`src/rtl/mem_access_ctrl.sv`:
```
`default_nettype none
// ============================================================================
// Module      : mem_access_ctrl
// Description : Sequences one load/store request from the control unit into
//               one or two 32-bit RAM cycles (byte/halfword/word/doubleword),
//               with alignment checks, lane steering, sign/zero extension and
//               a per-cycle acknowledge timeout.
// Revision    : 1.0 - initial release
// ============================================================================
module mem_access_ctrl #(
  parameter int TIMEOUT = 15
) (
  input  logic        clk,
  input  logic        rst_n,
  input  logic        mfa,
  input  logic        ld,
  input  logic [1:0]  size,
  input  logic        dword,
  input  logic        sgn,
  input  logic [31:0] addr,
  input  logic [31:0] wdata,
  input  logic [31:0] wdata_hi,
  output logic [31:0] rdata,
  output logic [31:0] rdata_hi,
  output logic        moc,
  output logic        err,
  output logic        busy,
  output logic        ram_en,
  output logic        ram_we,
  output logic [31:0] ram_addr,
  output logic [3:0]  ram_be,
  output logic [31:0] ram_wdata,
  input  logic [31:0] ram_rdata,
  input  logic        ram_ack
);

  typedef enum logic [1:0] {IDLE, ACC1, ACC2, DONE} state_t;

  // Last wait-count value before the access is abandoned.
  localparam logic [3:0] WAIT_LAST = 4'(TIMEOUT - 1);

  state_t      state, state_nx;
  logic        mfa_q;
  logic        ld_q, dword_q, sgn_q;
  logic [1:0]  size_q;
  logic [31:0] addr_q, wdata_q, wdata_hi_q;
  logic        err_q, err_nx;
  logic [3:0]  wait_cnt, wait_nx;
  logic        cap_lo, cap_hi;
  logic        req, bad_req;
  logic [7:0]  byte_lane;
  logic [15:0] half_lane;
  logic [31:0] load_val;

  assign req = mfa & ~mfa_q;

  // Request legality is judged on the live inputs at the accepting edge.
  always_comb begin
    bad_req = 1'b0;
    if (dword) begin
      bad_req = (addr[2:0] != 3'b000);
    end else begin
      case (size)
        2'b11:   bad_req = 1'b1;
        2'b00:   bad_req = addr[0];
        2'b10:   bad_req = (addr[1:0] != 2'b00);
        default: bad_req = 1'b0;
      endcase
    end
  end

  // Next-state, wait counter and capture strobes.
  always_comb begin
    state_nx = state;
    err_nx   = err_q;
    wait_nx  = wait_cnt;
    cap_lo   = 1'b0;
    cap_hi   = 1'b0;
    case (state)
      IDLE: begin
        if (req) begin
          wait_nx  = 4'd0;
          err_nx   = bad_req;
          state_nx = bad_req ? DONE : ACC1;
        end
      end
      ACC1, ACC2: begin
        if (ram_ack) begin
          wait_nx = 4'd0;
          if (state == ACC1) begin
            cap_lo   = ld_q;
            state_nx = dword_q ? ACC2 : DONE;
          end else begin
            cap_hi   = ld_q;
            state_nx = DONE;
          end
        end else if (wait_cnt == WAIT_LAST) begin
          err_nx   = 1'b1;
          state_nx = DONE;
        end else begin
          wait_nx = wait_cnt + 4'd1;
        end
      end
      DONE:    state_nx = IDLE;
      default: state_nx = IDLE;
    endcase
  end

  // Lane extraction and extension of the returned word for the first access.
  always_comb begin
    case (addr_q[1:0])
      2'b00:   byte_lane = ram_rdata[7:0];
      2'b01:   byte_lane = ram_rdata[15:8];
      2'b10:   byte_lane = ram_rdata[23:16];
      default: byte_lane = ram_rdata[31:24];
    endcase
    half_lane = addr_q[1] ? ram_rdata[31:16] : ram_rdata[15:0];
    load_val  = ram_rdata;
    if (!dword_q && size_q == 2'b01) begin
      load_val = {{24{sgn_q & byte_lane[7]}}, byte_lane};
    end else if (!dword_q && size_q == 2'b00) begin
      load_val = {{16{sgn_q & half_lane[15]}}, half_lane};
    end
  end

  // RAM-side drive: active only during the access states, zero otherwise.
  always_comb begin
    ram_en    = 1'b0;
    ram_we    = 1'b0;
    ram_addr  = 32'd0;
    ram_be    = 4'b0000;
    ram_wdata = 32'd0;
    if (state == ACC1 || state == ACC2) begin
      ram_en   = 1'b1;
      ram_we   = ~ld_q;
      ram_addr = {addr_q[31:2], 2'b00} + ((state == ACC2) ? 32'd4 : 32'd0);
      if (dword_q) begin
        ram_be    = 4'b1111;
        ram_wdata = (state == ACC2) ? wdata_hi_q : wdata_q;
      end else begin
        case (size_q)
          2'b01: begin
            ram_be    = 4'b0001 << addr_q[1:0];
            ram_wdata = {4{wdata_q[7:0]}};
          end
          2'b00: begin
            ram_be    = addr_q[1] ? 4'b1100 : 4'b0011;
            ram_wdata = {2{wdata_q[15:0]}};
          end
          default: begin
            ram_be    = 4'b1111;
            ram_wdata = wdata_q;
          end
        endcase
      end
    end
  end

  assign moc  = (state == DONE);
  assign err  = (state == DONE) & err_q;
  assign busy = (state != IDLE);

  // State, edge tracker, request latch and load result registers.
  always_ff @(posedge clk) begin
    if (!rst_n) begin
      state      <= IDLE;
      mfa_q      <= 1'b0;
      ld_q       <= 1'b0;
      dword_q    <= 1'b0;
      sgn_q      <= 1'b0;
      size_q     <= 2'b00;
      addr_q     <= 32'd0;
      wdata_q    <= 32'd0;
      wdata_hi_q <= 32'd0;
      err_q      <= 1'b0;
      wait_cnt   <= 4'd0;
      rdata      <= 32'd0;
      rdata_hi   <= 32'd0;
    end else begin
      state    <= state_nx;
      mfa_q    <= mfa;
      err_q    <= err_nx;
      wait_cnt <= wait_nx;
      if (state == IDLE && req) begin
        ld_q       <= ld;
        dword_q    <= dword;
        sgn_q      <= sgn;
        size_q     <= size;
        addr_q     <= addr;
        wdata_q    <= wdata;
        wdata_hi_q <= wdata_hi;
      end
      if (cap_lo) rdata    <= load_val;
      if (cap_hi) rdata_hi <= ram_rdata;
    end
  end

endmodule
`default_nettype wire

```
`config.mk`:
```
export PLATFORM = sky130hd
export DESIGN_NAME = mem_access_ctrl
export DESIGN_NICKNAME = d
export VERILOG_FILES = /design/src/rtl/mem_access_ctrl.sv
export SDC_FILE = /design/constraint.sdc
export NUM_CORES = 1
export LEC_CHECK = 0
export CAP_MARGIN = 15
export CORE_MARGIN = 5
export CORE_UTILIZATION = 46
export DETAILED_ROUTE_END_ITERATION = 10
export DONT_BUFFER_PORTS = 1
export MAX_ROUTING_LAYER = met4
export SYNTH_ARGS = -nofsm -noshare
export SYNTH_HDL_FRONTEND = slang
export SYNTH_SLANG_ARGS = --single-unit
```
`constraint.sdc`:
```
create_clock -name clk -period 4.7 [get_ports clk]
set_input_delay 0.94 -clock clk [delete_from_list [all_inputs] [get_ports clk]]
set_output_delay 0.94 -clock clk [all_outputs]
set_load 0.02 [all_outputs]
```
==> flow_metrics.tcl, run 1 <==
set metrics [dict create \
    cts_hold_buf 0 \
    clockPowerShare_pct 32.5 \
    grt.busiest_layer "met2" \
    drive_above_1_share_pct 8.06 \
    fin_util_pct 51.0 \
    path_cells "inv_1 -> ha_2 -> ha_1 -> nand2_1 -> or4_1 -> or4_1 -> a21oi_1" \
    hold_viol 0 \
    seq_power_share_pct 38.5 \
    grt_pass1_vias 6926 \
    final.setup.tns_ps 0 \
    min-delay-start "wdata_hi_q[22]" \
    status "complete, no violations" \
    die_area_um2 21300 \
    clockBufferDepth 2 \
    critPathBufInv 1 \
    setup_viol 0 \
    synth.area.top_cells "dfxtp_1, nand2_1, a21oi_1" \
    antenna_left 0 \
    skew_ps 12.5 \
    ys_seq_area_share_pct 40.7 \
    cts-buffers-inserted 17 \
    crit_fanout 14 \
    diodes 0 \
    synthToLayoutAreaGrowth_pct 8.45 \
    synth_top_area_share_pct 40.7 \
    synthTopCellsByCount "nand2_1, a21oi_1, dfxtp_1, clkbuf_1, a211oi_1" \
    rsz0062_at_grt "no" \
    crit_required_ps 3760 \
    final.period_utilization_pct 82.5 \
    post-cts-setup-buffer-count 0 \
    drv_slew 0 \
    combPwrFrac_pct 29.0 \
    setup_slack_ps 824 \
    holdCritPathClass "reg -> reg" \
    ys.flop_type "dfxtp_1" \
    cts_tree "built" \
    track_usage_pct 24.4 \
    cp_top_family "simple AND/OR/NAND/NOR gates" \
    place_ws_ps 1260 \
    arrival_ps 2940 \
    ys_ff_latch 173 \
    portBuffers 0 \
    cts_resized 0 \
    timing.rr.start "state[0]" \
    met2_usage_pct 37.2 \
    synth_area_um2 8500 \
    critPathMaxStageDelay_ps 610 \
    yosysTopAreaCell "dfxtp_1" \
    grt_pass1_wl_mm 40.4 \
    p_sw_uw 1750 \
    max_slew.worst_pin.slew_ps 1120 \
    ctsHtreeMaxLevel 4 \
    switching_share_pct 38.2 \
    drt-vias-per-instance 5.83 \
    antenna_found_initial 0 \
    nets 1213 \
    ioPinCount 274 \
    clock_latency_ps 440 \
    finalWeightedCongestion 0.851 \
    start_util_pct 47.0 \
    async_flop_share_pct 0 \
    postSynthAreaPerCell_um2 7.61 \
    grtUsageMet3_pct 6.73 \
    rows 49 \
    path_common_cell "or4_1" \
    min_period_ps 3880 \
    use_met1_pct 32.2 \
    power_density_nw_per_um2 499 \
    drc 0 \
    yosysMostFrequentCell "nand2_1" \
    ys_types 53 \
    crit_start "state[0]" \
    route.vias.total 7630 \
    vdd_drop_max_v 0.000275 \
    start_kind "register" \
    whs_ps 456 \
    max_slew_margin_pct 25.3 \
    firstDrtPassIters 5 \
    synth_edf_count 0 \
    core_um2 18100 \
    clkSlewWorstSetupHoldPaths_ps 70 \
    grt.overflow.total 0 \
    die_x_um 146 \
    p_leak_uw 0.00312 \
    intPower_uw 2840 \
    postSynthCellCount 1117 \
    routedWlPerCell_um 20.1 \
    crit_slowest_cell "or4_1" \
    path_class "reg -> out" \
    drv_cap 0 \
    wl_mm 26.3 \
    synth_warnings 0 \
    root_buffer "clkbuf_16" \
    cts.sinks 173 \
    grt_max_degree 95 \
    die_height_um 146 \
    fmaxAchievable_mhz 258 \
    crit_path_end_kind "primary output" \
    post-dp-hpwl_mm 18.7 \
    drt_first_iter_violations 575 \
]
## worst paths after layout
check | depth (start not counted) | to | slack (ps)
worst max-delay path | 7 | ram_addr[22] | 820
worst min register to register | 2 | wdata_hi_q[22] | 460
worst max register to register | 8 | rdata_hi[30] | 2070
worst min-delay path | 2 | wdata_hi_q[22] | 460
## power groups by stage
stage               Sequential (uW)  Clock, uW  Combinational (uW)
floorplan                      1740          0                1090
global placement               1800          0                1330
detailed placement             1810          0                1340
CTS                            1770       1520                1340
global route                   1790       1590                1470
finish                         1770       1490                1330
## layout make-up
cell class	count	area (um2)
fill	1816	8870
tap	229	287
sequential	173	3460
timing repair buffer	20	150
clock buffer	19	443
inverter	15	58.8
clock inverter	13	178
multi-input combinational	840	4640
## layout by cell type (no fill, tap or decap), drive strengths merged, types with 5 or more instances in the layout
cell	n
o21ai	29
o22ai	15
nor2	27
ha	9
nor4	5
clkbuf	19
mux2i	21
o31ai	5
xor2	7
or3	7
nand4	19
a32oi	8
buf	20
or4	10
mux2	15
a211oi	42
nor2b	17
nand2b	16
o211ai	7
xnor2	7
inv	19
nor3	5
nand2	319
dfxtp	173
nand3	34
mux4	9
a21oi	179
## state kept, by name, indices dropped and copies added (netlist names), 2 cells and up
name	flops
addr_q	32
rdata	32
rdata_hi	32
size_q	2
state	2
wait_cnt	4
wdata_hi_q	32
wdata_q	32
## kinds of logic (layout without fill, tap and decap cells)
family / Yosys count / in the layout / synth area share, %
adder cells (fa/ha/maj): 9 / 9 / 1.32
XOR/XNOR: 14 / 14 / 1.44
AO/OA/AOI/OAI: 297 / 297 / 20.1
flip-flops: 173 / 173 / 40.7
buffers and inverters: 105 / 67 / 4.90
multiplexers: 45 / 45 / 6.84
AND/OR/NAND/NOR: 473 / 473 / 24.6
other: 1 / 2 / 0.0441
## worst min-delay path: cells and delay by family, from the launching register on
| kind | cells | cell delay (ps) |
|---|---|---|
| flops | 1 | 310 |
| simple gates | 1 | 50 |
| compound gates | 1 | 50 |
## stage by stage
step                      total power [uW]  cell area [um2]  std cells
after floorplan                       2830             8500       1118
final                                 4600             9220       1309
after global routing                  4850             9220       1309
after CTS                             4640             9220       1309
after detailed placement              3140             8600       1277
after global placement                3130             8600       1277
## metal layers
metal  vias to the layer above  wire (um)
met5                         -          0
met1                      3568      11700
met3                        23       1950
met4                         0        328
met2                       258      12400
li1                       3781          -
Note: power is estimated with default switching activity, not from simulation.
==> run 2, diff against run 1 <==
- clock period: 4.7 -> 3.6 ns (I/O delays scaled with it)
==> flow_metrics.tcl, run 2 (synthesis gave the netlist of run 1 again) <==
set metrics [dict create \
    status "complete, no violations" \
    fin_util_pct 52.5 \
    grt_max_degree 79 \
    final.setup.tns_ps 0 \
    clockBufferDepth 2 \
    final.period_utilization_pct 95.2 \
    fmaxAchievable_mhz 292 \
    crit_required_ps 2880 \
    drv_slew 0 \
    crit_start "state[0]" \
    p_sw_uw 2330 \
    route.vias.total 7839 \
    cp_top_family "simple AND/OR/NAND/NOR gates" \
    stdcell_count 1347 \
    holdCritPathClass "in -> reg" \
    path_class "reg -> out" \
    final_area_um2 9500 \
    hold_viol 0 \
    post-cts-setup-buffer-count 0 \
    routedWlPerCell_um 19.8 \
    grt_pass1_wl_mm 41.2 \
    seq_power_share_pct 38.1 \
    synthToLayoutAreaGrowth_pct 11.8 \
    drt-vias-per-instance 5.82 \
    vdd_drop_max_v 0.000474 \
    grt_pass1_vias 7254 \
    clockPowerShare_pct 30.9 \
    die_height_um 146 \
    timing.rr.start "state[0]" \
    grt.overflow.total 0 \
    path_cells "inv_1 -> ha_2 -> ha_2 -> nand2_1 -> or4_4 -> or3_2 -> a21oi_1 -> buf_4" \
    final_common_cell "nand2_1" \
    root_buffer "clkbuf_16" \
    wl_met2_mm 12.5 \
    rsz0062_at_grt "no" \
    die_area_um2 21300 \
    rows 49 \
    drt_first_iter_violations 554 \
    core_um2 18100 \
    die_x_um 146 \
    arrival_ps 2710 \
    crit_fanout 14 \
    antenna_left 0 \
    max_slew_margin_pct 38.9 \
    met3_length_mm 2.02 \
    clock_latency_ps 430 \
    cts-buffers-inserted 17 \
    ioPinCount 274 \
    min-delay-start "wdata_hi[20]" \
    combPwrFrac_pct 31.0 \
    p_leak_uw 0.00331 \
    ctsHtreeMaxLevel 4 \
    drv_cap 0 \
    critPathMaxStageDelay_ps 520 \
    wl_met1_mm 11.8 \
    switching_share_pct 38.3 \
    crit_slowest_cell "or4_4" \
    finalWeightedCongestion 0.865 \
    layout_common_cells "nand2_1, a21oi_1, dfxtp_1, buf_4, a211oi_1" \
    dp.cells 1315 \
    drc 0 \
    drive_above_1_share_pct 11.6 \
    nets 1251 \
    total_power_uw 6080 \
    place_area_um2 8880 \
    clkSlewWorstSetupHoldPaths_ps 70 \
    setup_viol 0 \
    min_period_ps 3430 \
    top_layer_used "met4" \
    wl_mm 26.7 \
    cts.sinks 173 \
    power_density_nw_per_um2 640 \
    critPathBufInv 2 \
    intPower_uw 3750 \
    cts_tree "built" \
    firstDrtPassIters 5 \
    track_usage_pct 24.5 \
    diodes 0 \
    antenna_found_initial 0 \
    crit_path_end_kind "primary output" \
    skew_ps 8.64 \
    start_util_pct 47.0 \
    portBuffers 0 \
    path_common_cell "ha_2" \
    post-dp-hpwl_mm 18.9 \
    start_kind "register" \
    max_slew.worst_pin.slew_ps 915 \
]
==> run 2: changes by cell type in the layout (fill, tap and decap cells not counted), sizes merged <==
cell / delta
clkbuf: -1
bufinv: -1
inv: +1
buf: +38
clkinvlp: +1
==> run 2: worst paths after layout <==
| kind | to | slack (ps) | cells after the start |
|---|---|---|---|
| min | wdata_hi_q[20] | 420 | 2 |
| max | ram_addr[17] | 170 | 8 |
| max reg2reg | rdata[6] | 1030 | 9 |
| min reg2reg | wdata_hi_q[1] | 460 | 2 |
==> run 2: power groups by stage <==
| stage | clock network, uW | logic, uW | registers (uW) |
|---|---|---|---|
| floorplan | 0 | 1420 | 2270 |
| global placement | 0 | 1860 | 2350 |
| detailed placement | 0 | 1870 | 2360 |
| CTS | 1910 | 1880 | 2320 |
| global route | 1980 | 2070 | 2340 |
| finish | 1880 | 1880 | 2320 |
==> run 2: layer usage <==
| metal | track usage (%) | vias up |
|---|---|---|
| met1 | 32.7 | 3652 |
| met4 | 6.08 | 0 |
| li1 | - | 3859 |
| met5 | - | - |
| met2 | 38.1 | 302 |
| met3 | 5.23 | 26 |
==> run 2: cell type report <==
type	instances	area, um2
clock inverters	14	156
inverters	15	58.8
repair buffers	58	443
fillers	1815	8580
multi-input cells	840	4660
flip-flops and latches	173	3460
clock buffers	18	439
well taps	229	287
==> run 2: what timing repair did <==
item	4_1_cts	5_1_grt
gates resized for setup	0	7
hold buffers	0	0
hold endpoints to repair	0	0
endpoints found under the setup margin	0	11
==> run 2: per-stage QoR <==
stage	setup WS [ps]	hold WS [ps]
after global placement	507	447
after global routing	9.46	409
after floorplan	631	433
final	173	417
after CTS	5.43	402
after detailed placement	491	451
